===== src/rtl/hazard_unit_if.sv =====
// Decode-side inputs and hazard-control outputs of the pipeline hazard unit.
// The pipeline drives through the master modport; the hazard unit is the slave.
interface hazard_unit_if #(
  parameter int CNT_W = 16
);
  logic [3:0]       RA1D;
  logic [3:0]       RA2D;
  logic [3:0]       WA3D;
  logic             RegWriteD;
  logic             MemtoRegD;
  logic             BranchTakenE;
  logic [1:0]       ForwardAE;
  logic [1:0]       ForwardBE;
  logic             StallF;
  logic             StallD;
  logic             FlushD;
  logic             FlushE;
  logic [CNT_W-1:0] StallCount;
  logic [CNT_W-1:0] FlushCount;

  modport master (
    output RA1D, RA2D, WA3D, RegWriteD, MemtoRegD, BranchTakenE,
    input  ForwardAE, ForwardBE, StallF, StallD, FlushD, FlushE,
    input  StallCount, FlushCount
  );

  modport slave (
    input  RA1D, RA2D, WA3D, RegWriteD, MemtoRegD, BranchTakenE,
    output ForwardAE, ForwardBE, StallF, StallD, FlushD, FlushE,
    output StallCount, FlushCount
  );
endinterface


===== src/rtl/hazard_unit.sv =====
// Hazard unit for a 5-stage pipeline: execute-operand forwarding selects,
// load-use stall, taken-branch flush and saturating stall/flush counters.
// Tracking state: _p0 = execute, _p1 = memory, _p2 = writeback.
module hazard_unit #(
  parameter int CNT_W = 16
) (
  input logic          clk,
  input logic          reset,
  hazard_unit_if.slave hu
);

  logic [3:0]       ra1_p0;
  logic [3:0]       ra2_p0;
  logic [3:0]       wa3_p0;
  logic             regwrite_p0;
  logic             memtoreg_p0;
  logic [3:0]       wa3_p1;
  logic             regwrite_p1;
  logic [3:0]       wa3_p2;
  logic             regwrite_p2;
  logic [CNT_W-1:0] stall_cnt;
  logic [CNT_W-1:0] flush_cnt;

  logic             ldr_stall;
  logic             stall;
  logic             flush_d;
  logic             flush_e;

  // Memory stage wins over writeback; R15 (PC) is never forwarded.
  function automatic logic [1:0] fwd_sel(
    input logic [3:0] ra,
    input logic [3:0] wa_m,
    input logic       rw_m,
    input logic [3:0] wa_w,
    input logic       rw_w
  );
    if (ra == 4'd15)             return 2'b00;
    if (rw_m && (wa_m == ra))    return 2'b10;
    if (rw_w && (wa_w == ra))    return 2'b01;
    return 2'b00;
  endfunction

  // Counters stick at all-ones instead of wrapping.
  function automatic logic [CNT_W-1:0] sat_inc(input logic [CNT_W-1:0] v);
    return (&v) ? v : v + CNT_W'(1);
  endfunction

  // Load-use detection and pipeline control; a taken branch overrides the stall.
  always_comb begin
    ldr_stall = memtoreg_p0 & regwrite_p0 &
                ((wa3_p0 == hu.RA1D) | (wa3_p0 == hu.RA2D));
    stall     = ldr_stall & ~hu.BranchTakenE;
    flush_d   = hu.BranchTakenE;
    flush_e   = ldr_stall | hu.BranchTakenE;
  end

  assign hu.ForwardAE  = fwd_sel(ra1_p0, wa3_p1, regwrite_p1, wa3_p2, regwrite_p2);
  assign hu.ForwardBE  = fwd_sel(ra2_p0, wa3_p1, regwrite_p1, wa3_p2, regwrite_p2);
  assign hu.StallF     = stall;
  assign hu.StallD     = stall;
  assign hu.FlushD     = flush_d;
  assign hu.FlushE     = flush_e;
  assign hu.StallCount = stall_cnt;
  assign hu.FlushCount = flush_cnt;

  // Advance D->E->M->W each cycle, inserting a bubble into E on FlushE, and count events.
  always_ff @(posedge clk or posedge reset) begin
    if (reset) begin
      ra1_p0      <= 4'd0;
      ra2_p0      <= 4'd0;
      wa3_p0      <= 4'd0;
      regwrite_p0 <= 1'b0;
      memtoreg_p0 <= 1'b0;
      wa3_p1      <= 4'd0;
      regwrite_p1 <= 1'b0;
      wa3_p2      <= 4'd0;
      regwrite_p2 <= 1'b0;
      stall_cnt   <= '0;
      flush_cnt   <= '0;
    end else begin
      if (flush_e) begin
        ra1_p0      <= 4'd0;
        ra2_p0      <= 4'd0;
        wa3_p0      <= 4'd0;
        regwrite_p0 <= 1'b0;
        memtoreg_p0 <= 1'b0;
      end else begin
        ra1_p0      <= hu.RA1D;
        ra2_p0      <= hu.RA2D;
        wa3_p0      <= hu.WA3D;
        regwrite_p0 <= hu.RegWriteD;
        memtoreg_p0 <= hu.MemtoRegD;
      end
      wa3_p1      <= wa3_p0;
      regwrite_p1 <= regwrite_p0;
      wa3_p2      <= wa3_p1;
      regwrite_p2 <= regwrite_p1;
      if (stall)   stall_cnt <= sat_inc(stall_cnt);
      if (flush_d) flush_cnt <= sat_inc(flush_cnt);
    end
  end

endmodule


===== src/flat_wrapper.sv =====
// flat-port wrapper written by rule: the top's interface ports become plain ports
module hazard_unit_flat 
#(
  parameter int CNT_W = 16
)
  (clk, reset, hu_RA1D, hu_RA2D, hu_WA3D, hu_RegWriteD, hu_MemtoRegD, hu_BranchTakenE, hu_ForwardAE, hu_ForwardBE, hu_StallF, hu_StallD, hu_FlushD, hu_FlushE, hu_StallCount, hu_FlushCount);
  hazard_unit_if #(.CNT_W(CNT_W)) hu_i ();
  input logic clk;
  input logic reset;
  input wire logic [$bits(hu_i.RA1D)-1:0] hu_RA1D;
  input wire logic [$bits(hu_i.RA2D)-1:0] hu_RA2D;
  input wire logic [$bits(hu_i.WA3D)-1:0] hu_WA3D;
  input wire logic [$bits(hu_i.RegWriteD)-1:0] hu_RegWriteD;
  input wire logic [$bits(hu_i.MemtoRegD)-1:0] hu_MemtoRegD;
  input wire logic [$bits(hu_i.BranchTakenE)-1:0] hu_BranchTakenE;
  output wire logic [$bits(hu_i.ForwardAE)-1:0] hu_ForwardAE;
  output wire logic [$bits(hu_i.ForwardBE)-1:0] hu_ForwardBE;
  output wire logic [$bits(hu_i.StallF)-1:0] hu_StallF;
  output wire logic [$bits(hu_i.StallD)-1:0] hu_StallD;
  output wire logic [$bits(hu_i.FlushD)-1:0] hu_FlushD;
  output wire logic [$bits(hu_i.FlushE)-1:0] hu_FlushE;
  output wire logic [$bits(hu_i.StallCount)-1:0] hu_StallCount;
  output wire logic [$bits(hu_i.FlushCount)-1:0] hu_FlushCount;
  assign hu_i.RA1D = hu_RA1D;
  assign hu_i.RA2D = hu_RA2D;
  assign hu_i.WA3D = hu_WA3D;
  assign hu_i.RegWriteD = hu_RegWriteD;
  assign hu_i.MemtoRegD = hu_MemtoRegD;
  assign hu_i.BranchTakenE = hu_BranchTakenE;
  assign hu_ForwardAE = hu_i.ForwardAE;
  assign hu_ForwardBE = hu_i.ForwardBE;
  assign hu_StallF = hu_i.StallF;
  assign hu_StallD = hu_i.StallD;
  assign hu_FlushD = hu_i.FlushD;
  assign hu_FlushE = hu_i.FlushE;
  assign hu_StallCount = hu_i.StallCount;
  assign hu_FlushCount = hu_i.FlushCount;
  hazard_unit #(.CNT_W(CNT_W)) u_core (.clk(clk), .reset(reset), .hu(hu_i));
endmodule

===== config.mk =====
export PLATFORM = sky130hd
export DESIGN_NAME = hazard_unit_flat
export DESIGN_NICKNAME = d
export VERILOG_FILES = /design/src/rtl/hazard_unit_if.sv /design/src/rtl/hazard_unit.sv /design/src/flat_wrapper.sv
export SDC_FILE = /design/constraint.sdc
export NUM_CORES = 1
export LEC_CHECK = 0
export ABC_AREA = 1
export CAP_MARGIN = 40
export CORE_ASPECT_RATIO = 1.4
export CORE_MARGIN = 4
export CORE_UTILIZATION = 51
export CTS_BUF_LIST = sky130_fd_sc_hd__clkbuf_16
export DETAILED_ROUTE_END_ITERATION = 7
export PLACE_DENSITY = 0.78
export SYNTH_ARGS = -nofsm -noshare
export SYNTH_HDL_FRONTEND = slang
export SYNTH_SLANG_ARGS = --single-unit

===== constraint.sdc =====
create_clock -name clk -period 3.63 [get_ports clk]
set_input_delay 0.363 -clock clk [delete_from_list [all_inputs] [get_ports clk]]
set_output_delay 0.363 -clock clk [all_outputs]
set_load 0.02 [all_outputs]

==> metrics.yaml, run 1 <==
power_frac_clock_pct: 38.0
path_delay_family: "buffers and inverters"
place_congestion: 0.8810
synth_top_area_cell: "dfrtp_1"
insertedDiodeCount: 0
endpoint_kind: "primary output"
cts_tree: "yes"
r2r-end: "u_core.hu.FlushCount[12]"
cellPowerDensity_nw_per_um2: 449.2
finalNonFillerCells: 509
cts_buffer_depth: 2
post-dp-hpwl_mm: 4.741
grt_max_degree: 30
synth_commonest_cells: "nand2_1 (107), dfrtp_1 (56), nor2_1 (47), inv_1 (42), xor2_1 (22)"
clockRootBuffer: "clkbuf_16"
track_usage_pct: 18.53
hp-class: "in -> async"
crit_start: "hu_RA1D[0]"
switching_share_pct: 25.83
portBuffers: 56
rsz0062_at_grt: "no"
synth_cells: 379
cts_resized: 0
path_cells: "clkdlybuf4s50_1 -> inv_1 -> nand2_1 -> nand2_1 -> nor2_1 -> nand2_1 -> nand2_1 -> nand3_2 -> inv_1 -> clkdlybuf4s50_1"
nNetsFinal: 457
cts_sinks: 56
grt_pass1_wl_mm: 10.86
cts_setup_buffers: 0
overflow: 0
grt_pass1_vias: 2410
fin_crit_ns: 2.516
ir_worst_vdd_mv: 0.2686
regToRegStartpoint: "u_core.hu.FlushCount[0]"
crit_buf_inv: 4
synth_edf_count: 0
status: "complete, no violations"
io-pin-count: 57
worstSetupEndpoint: "hu_StallF"
maxSlewViolCount: 0
leakage_nw: 1.951
worst_pin_slew_ns: 0.5356
synthFlopType: "dfrtp_1"
max_stage_delay_ns: 0.61
setup.worst_path.start_class: "input port"
synth_top_area_share_pct: 45.44
reg2regPathDepth: 8
synth_warnings: 0
ctsHoldBuffers: 0
cts_buffers: 5
syn_area_per_cell_sq_um: 8.138
combinationalPowerShare_pct: 19.4
synth_area_sq_um: 3084
setup_viol: 0
core_sq_um: 5863
ys_ff_latch: 56
clock.fmax_ghz: 0.3975
finClkSkew_ns: 0.003435
synth.top_cells.by_area: "dfrtp_1 (45%), nand2_1 (13%), xor2_1 (6.2%)"
tns_ns: 0
final_layout_size_suffix_gt1_share_pct: 12.53
dieArea_sq_um: 7373
seq_power_share_pct: 42.5
fin_crit_sh_pct: 69.31
synthDistinctLibCells: 29
slew_headroom_pct: 64.26
r2r_setup_slack_ns: 1.43
drtIter0Drc: 105
path_class: "in -> out"
htreeDepth: 2
p_int_mw: 1.308
die_x_um: 73.73
via_per_inst: 4.943
synthArstFlopShare_pct: 100.0
p_sw_mw: 0.4554
initial_utilization_pct: 52.60
yosysMostFrequentCell: "nand2_1"
cp_data_arrival_time_ns: 2.15
ys_seq_area_share_pct: 45.44
syn_nets: 398
max-cap-violations: 0
drc: 0
cts.reportedPaths.clkPinSlew_ns: 0.07
worstPathRequired_ns: 3.27
clk_latency_ns: 0.29
worst-path-stages: 10
fp.dieH_um: 100.0
vias: 2516
cpMostUsedCell: "nand2_1"
placementRows: 33
grt_antenna_before_repair: 0
dp.cells: 501
post_drt_wl_per_cell_um: 12.20
drtAntennaViolNets: 0
syn_to_final_growth_pct: 27.26
finalHoldViolCount: 0
first_pass_iters: 5
wl_mm: 6.209
critPathSlowestCell: "clkdlybuf4s50_1"
worstPathMaxFanout: 3
[registers in the layout (all words and copies together), names as in the netlist]
name                  cells
u_core.regwrite_p1        1
u_core.ra2_p0             4
u_core.regwrite_p2        1
u_core.wa3_p2             4
u_core.hu.FlushCount     16
u_core.ra1_p0             4
u_core.wa3_p1             4
u_core.wa3_p0             4
u_core.hu.StallCount     16
u_core.memtoreg_p0        1
u_core.regwrite_p0        1
[per-layer routing]
layer	routed length, um	GRT usage, %	vias to the layer above
met5	0	0	-
met4	129	5.579	0
met1	2671	22.83	1164
met2	3197	32.51	62
met3	211	3.206	12
li1	-	-	1278
[power groups by stage]
| stage | Sequential (mW) | Combinational [mW] | Clock, mW |
|---|---|---|---|
| 2_1_floorplan | 0.802 | 0.156 | 0 |
| 5_1_grt | 0.762 | 0.374 | 0.710 |
| 6_report | 0.750 | 0.342 | 0.671 |
| 3_3_place_gp | 0.760 | 0.337 | 0 |
| 3_5_place_dp | 0.763 | 0.346 | 0 |
| 4_1_cts | 0.751 | 0.349 | 0.684 |
[worst min path at each step]
stage                            start                 endpoint  slack (ns)  cells after the start
floorplan           u_core.regwrite_p0       u_core.regwrite_p1        0.35                      0
global placement    u_core.regwrite_p0       u_core.regwrite_p1        0.37                      0
detailed placement  u_core.regwrite_p0       u_core.regwrite_p1        0.38                      0
CTS                              reset  u_core.hu.FlushCount[9]        0.33                      2
global route                     reset  u_core.hu.FlushCount[9]        0.35                      2
finish                           reset  u_core.hu.FlushCount[9]        0.33                      2
[cell families after synthesis]
| group | after synthesis | synth area share (%) |
|---|---|---|
| adder cells (fa/ha/maj) | 2 | 0.8112 |
| AO/OA/AOI/OAI | 13 | 2.840 |
| buffers and inverters | 52 | 7.343 |
| flip-flops | 56 | 45.44 |
| XOR/XNOR | 36 | 10.22 |
| AND/OR/NAND/NOR | 220 | 33.35 |
[area by class of cell]
type	instances	area, sq um
fill	510	1938
multi-input combinational	271	1456
sequential	56	1401
timing repair buffer	59	595.6
inverter	45	168.9
clock buffer	5	125.1
clock inverter	3	90.09
tap	70	87.58
[cells in the final DEF (no fill, tap or decap), drive strengths merged]
master,synthesis,routed
ha,2,2
nor2,53,53
xnor2,14,14
buf,7,3
o21ai,9,9
clkdlybuf4s50,0,56
a21oi,4,4
nand3,17,17
bufinv,0,3
nand2,129,129
nand4,10,10
nor3,4,4
or2,2,2
nor3b,2,2
nor2b,1,1
xor2,22,22
inv,45,45
clkbuf,0,5
dfrtp,56,56
nand3b,2,2
[per-stage QoR]
stage	util [%]	setup WS [ns]	total power [mW]	hold WS [ns]	instance area, sq um
floorplan	-	1.883	0.9575	0.3535	3084
global placement	62.93	1.144	1.097	0.3741	3690
detailed placement	63.27	1.106	1.109	0.3778	3710
CTS	66.94	1.100	1.784	0.3309	3925
global route	66.94	0.9372	1.847	0.3485	3925
finish	66.94	1.114	1.763	0.3260	3925
Note: power is estimated with default switching activity, not from simulation.
==> run 2: changes to the inputs <==
==> constraint.sdc (replaced) <==
create_clock -name clk -period 2.39 [get_ports clk]
set_input_delay 0.239 -clock clk [delete_from_list [all_inputs] [get_ports clk]]
set_output_delay 0.239 -clock clk [all_outputs]
set_load 0.02 [all_outputs]
==> metrics.yaml, run 2 (synthesis gave the netlist of run 1 again) <==
clock.fmax_ghz: 0.4618
tns_ns: 0
via_per_inst: 4.864
drtAntennaViolNets: 0
layout_commonest_cell: "nand2_1"
crit_buf_inv: 1
fp.dieH_um: 100.0
fin_crit_sh_pct: 90.61
grt_use_met3_pct: 4.208
cts.reportedPaths.clkPinSlew_ns: 0.07
most-common-layout-cells: "nand2_1 (107), dfrtp_1 (56), clkdlybuf4s50_1 (52)"
htreeDepth: 2
cts_setup_buffers: 0
worstPathRequired_ns: 2.15
slew_headroom_pct: 64.27
final_layout_size_suffix_gt1_share_pct: 12.30
setup.worst_path.start_class: "register"
multiInputGateArea_sq_um: 1456
setup_viol: 0
preCtsSetupSlack_ns: 0.1099
grt_util_met2_pct: 31.49
vias: 2476
worst-path-stages: 5
ctsHoldBuffers: 0
place_congestion: 0.8706
final.setup.worst_slack_ns: 0.2245
rsz0062_at_grt: "no"
max-cap-violations: 0
grt_pass1_vias: 2392
path_class: "reg -> out"
grt_pass1_wl_mm: 10.72
wl_mm: 6.169
max_stage_delay_ns: 0.61
initial_utilization_pct: 52.60
endpoint_kind: "primary output"
cts_sinks: 56
ff_latch_area_sq_um: 1401
grt-busiest-layer: "met2"
overflow: 0
clk_latency_ns: 0.29
io-pin-count: 57
track_usage_pct: 18.49
path_cells: "xor2_1 -> nor3b_1 -> nand4_1 -> nor2_1 -> clkdlybuf4s50_1"
finClkSkew_ns: 0.005273
cts_buffer_depth: 2
die_x_um: 73.73
maxSlewViolCount: 0
post-dp-hpwl_mm: 4.685
path_delay_family: "buffers and inverters"
portBuffers: 56
met1_usage_pct: 22.72
core_sq_um: 5863
drc: 0
insertedDiodeCount: 0
leakage_nw: 1.983
fillCellCount: 512
clockRootBuffer: "clkbuf_16"
critPathSlowestCell: "clkdlybuf4s50_1"
cellPowerDensity_nw_per_um2: 613.2
cts_tree: "yes"
fin_crit_ns: 2.166
status: "complete, no violations"
first_pass_iters: 5
dieArea_sq_um: 7373
grt_max_degree: 57
post_drt_wl_per_cell_um: 12.12
syn_to_final_growth_pct: 25.23
cp_data_arrival_time_ns: 1.93
grt_antenna_before_repair: 0
reg2regPathDepth: 8
placementRows: 33
hp-class: "in -> async"
worst_pin_slew_ns: 0.5346
ir_worst_vdd_mv: 0.4048
nNetsFinal: 457
worstPathMaxFanout: 3
drtIter0Drc: 116
finalHoldViolCount: 0
cts_buffers: 5
[run 2: what timing repair did]
item                                    4_1_cts  5_1_grt
resized for setup                             0        4
endpoints found under the hold margin         0        0
endpoints found under the setup margin        0        4
[run 2: worst paths after layout]
kind / startpoint / to / slack [ns]
worst max-delay path: u_core.wa3_p1[1] / hu_ForwardBE[1] / 0.22
worst min-delay path: reset / u_core.hu.FlushCount[11] / 0.32
worst max register to register: u_core.hu.FlushCount[0] / u_core.hu.FlushCount[9] / 0.58
worst min register to register: u_core.regwrite_p0 / u_core.regwrite_p1 / 0.39
max in group asynchronous: reset / u_core.ra1_p0[0] / 1.84
min in group clk: u_core.regwrite_p0 / u_core.regwrite_p1 / 0.39
[run 2: where the power goes]
group,internal [mW],switching (mW)
Combinational,0.247,0.272
Clock,0.387,0.322
Sequential,1.03,0.107
[run 2: metrics by stage]
stage	power [mW]	util, %	cell area (sq um)	std cells	hold slack [ns]
finish	2.369	65.88	3862	509	0.3151
global route	2.493	65.88	3862	509	0.3678
CTS	2.391	65.71	3852	509	0.3284
detailed placement	1.684	63.27	3710	501	0.3786
global placement	1.671	63.27	3710	501	0.3711
floorplan	1.454	-	3084	379	0.3452
[run 2: cell type report]
class                   count  share of cell area (%)
multi-input cells         271                   37.71
clock inverters             3                  0.4535
clock buffers               5                   3.239
flip-flops and latches     56                   36.28
repair buffers             59                   15.68
inverters                  45                   4.373
well taps                  70                   2.268
[run 2: worst register-to-register path: stages (launching register included)]
cell and delay, ns:
dfrtp_1 0.43, ha_1 0.24, nand3_1 0.17, nor3_2 0.20, nand3_1 0.09, nand2_1 0.08
inv_1 0.24, nand2_1 0.17, o21ai_2 0.06
[run 2: layer usage]
metal | vias up | wire length [um]
met4 | 0 | 103
met2 | 49 | 3221
met1 | 1151 | 2573
li1 | 1270 | -
met3 | 6 | 271
met5 | - | 0
==> run 3: changes to the inputs <==
--- a/config.mk
+++ b/config.mk
@@ -7,7 +7,7 @@
 export LEC_CHECK = 0
 export ABC_AREA = 1
 export CAP_MARGIN = 40
-export CORE_ASPECT_RATIO = 1.4
+export CORE_ASPECT_RATIO = 0.5
 export CORE_MARGIN = 4
 export CORE_UTILIZATION = 51
 export CTS_BUF_LIST = sky130_fd_sc_hd__clkbuf_16
==> metrics.yaml, run 3 (synthesis gave the netlist of run 1 again) <==
ctsHoldBuffers: 0
path_class: "reg -> out"
overflow: 0
io-pin-count: 57
reg2regPathDepth: 8
cts_resized: 0
ir_worst_vdd_mv: 0.3188
maxSlewViolCount: 0
endpoint_kind: "primary output"
fp.dieH_um: 62.99
via_per_inst: 4.834
syn_to_final_growth_pct: 25.27
cts_buffers: 5
post_drt_wl_per_cell_um: 12.54
grt_antenna_before_repair: 0
vias: 2480
insertedDiodeCount: 0
nNetsFinal: 458
layout_commonest_cell: "nand2_1"
leakage_nw: 1.977
track_usage_pct: 18.48
grt_pass1_vias: 2435
grt_pass1_wl_mm: 11.36
crit_start: "u_core.ra1_p0[3]"
fin_crit_sh_pct: 95.46
worst_pin_slew_ns: 0.5498
status: "complete, no violations"
wl_mm: 6.435
most-common-layout-cells: "nand2_1 (107), dfrtp_1 (56), clkdlybuf4s50_1 (53)"
first_pass_iters: 4
slew_headroom_pct: 63.31
grt_max_degree: 28
die_x_um: 118.0
drc: 0
cts_tree: "yes"
drtAntennaViolNets: 0
core_sq_um: 5658
cellPowerDensity_nw_per_um2: 621.0
cts_buffer_depth: 2
max-cap-violations: 0
dieArea_sq_um: 7431
hp-class: "in -> async"
place_congestion: 0.9399
cts_sinks: 56
finClkSkew_ns: 0.004343
r2r_setup_slack_ns: 0.54
regToRegStartpoint: "u_core.hu.FlushCount[0]"
clockRootBuffer: "clkbuf_16"
worstSetupEndpoint: "hu_ForwardAE[0]"
setup_viol: 0
tns_ns: 0
worstPathRequired_ns: 2.15
placed_cell_area_sq_um: 3709
htreeDepth: 2
drtIter0Drc: 108
final_layout_size_suffix_gt1_share_pct: 12.73
placementRows: 19
setup.worst_path.start_class: "register"
finalHoldViolCount: 0
cts_setup_buffers: 0
cts.reportedPaths.clkPinSlew_ns: 0.07
portBuffers: 56
post-dp-hpwl_mm: 4.797
r2r-end: "u_core.hu.FlushCount[9]"
rsz0062_at_grt: "no"
fin_crit_ns: 2.282
fin_area_sq_um: 3864
clk_latency_ns: 0.29
initial_utilization_pct: 54.51
worstPathMaxFanout: 4
cp_data_arrival_time_ns: 2.04
clock.fmax_ghz: 0.4383
-- run 3: cell types whose count changed in the layout (fill, tap and decap cells not counted) --
| cell | change |
|---|---|
| clkinv_4 | +1 |
| clkinv_1 | -1 |
| dlymetal6s2s_1 | -1 |
| clkdlybuf4s50_1 | +1 |
| buf_4 | +2 |
| buf_12 | -1 |
-- run 3: layout make-up --
type                    count  area, sq um
fillers                   441         1794
multi-input cells         271         1456
flip-flops and latches     56         1401
repair buffers             60        598.1
inverters                  45        168.9
clock buffers               5        125.1
well taps                  73        91.34
clock inverters             3        22.52
-- run 3: routing by layer --
layer | global-route usage (%) | vias to the layer above | wire, um | share of wire [%]
li1 | - | 1281 | - | -
met1 | 24.00 | 1151 | 2985 | 46
met2 | 31.38 | 42 | 3173 | 49
met3 | 4.250 | 6 | 203 | 3.2
met4 | 4.964 | 0 | 72 | 1.1
met5 | 0 | - | 0 | 0
-- run 3: how the worst min path moves through the flow --
stage                                   from                  endpoint  slack (ns)  cells after the start
final                                  reset  u_core.hu.FlushCount[15]        0.30                      2
after global routing                   reset          u_core.wa3_p0[0]        0.39                      2
after CTS                              reset  u_core.hu.FlushCount[11]        0.33                      2
after detailed placement  u_core.regwrite_p0        u_core.regwrite_p1        0.36                      0
after global placement    u_core.regwrite_p0        u_core.regwrite_p1        0.36                      0
after floorplan                 hu_MemtoRegD        u_core.memtoreg_p0        0.35                      2
-- run 3: report_power, final --
group	switching, mW	internal [mW]	total, mW
logic	0.280	0.246	0.526
registers	0.113	1.03	1.15
clock network	0.334	0.393	0.727
total	0.728	1.67	2.40
-- run 3: worst max-delay path: stages, from the launching register on --
cell and delay (ns):
dfrtp_1 0.43, or2_2 0.29, a21oi_1 0.13, nand4_1 0.09
nor3b_1 0.19, clkdlybuf4s50_1 0.63
-- run 3: per-stage QoR --
| stage | hold WS, ns | setup slack [ns] | utilization [%] | total power, mW | instances |
|---|---|---|---|---|---|
| CTS | 0.3300 | 0.09229 | 68.16 | 2.424 | 513 |
| finish | 0.3046 | 0.1085 | 68.29 | 2.399 | 513 |
| global placement | 0.3588 | 0.1983 | 65.55 | 1.672 | 505 |
| floorplan | 0.3452 | 0.6675 | - | 1.454 | 379 |
| detailed placement | 0.3625 | 0.1120 | 65.55 | 1.691 | 505 |
| global route | 0.3941 | 0.002918 | 68.29 | 2.528 | 513 |
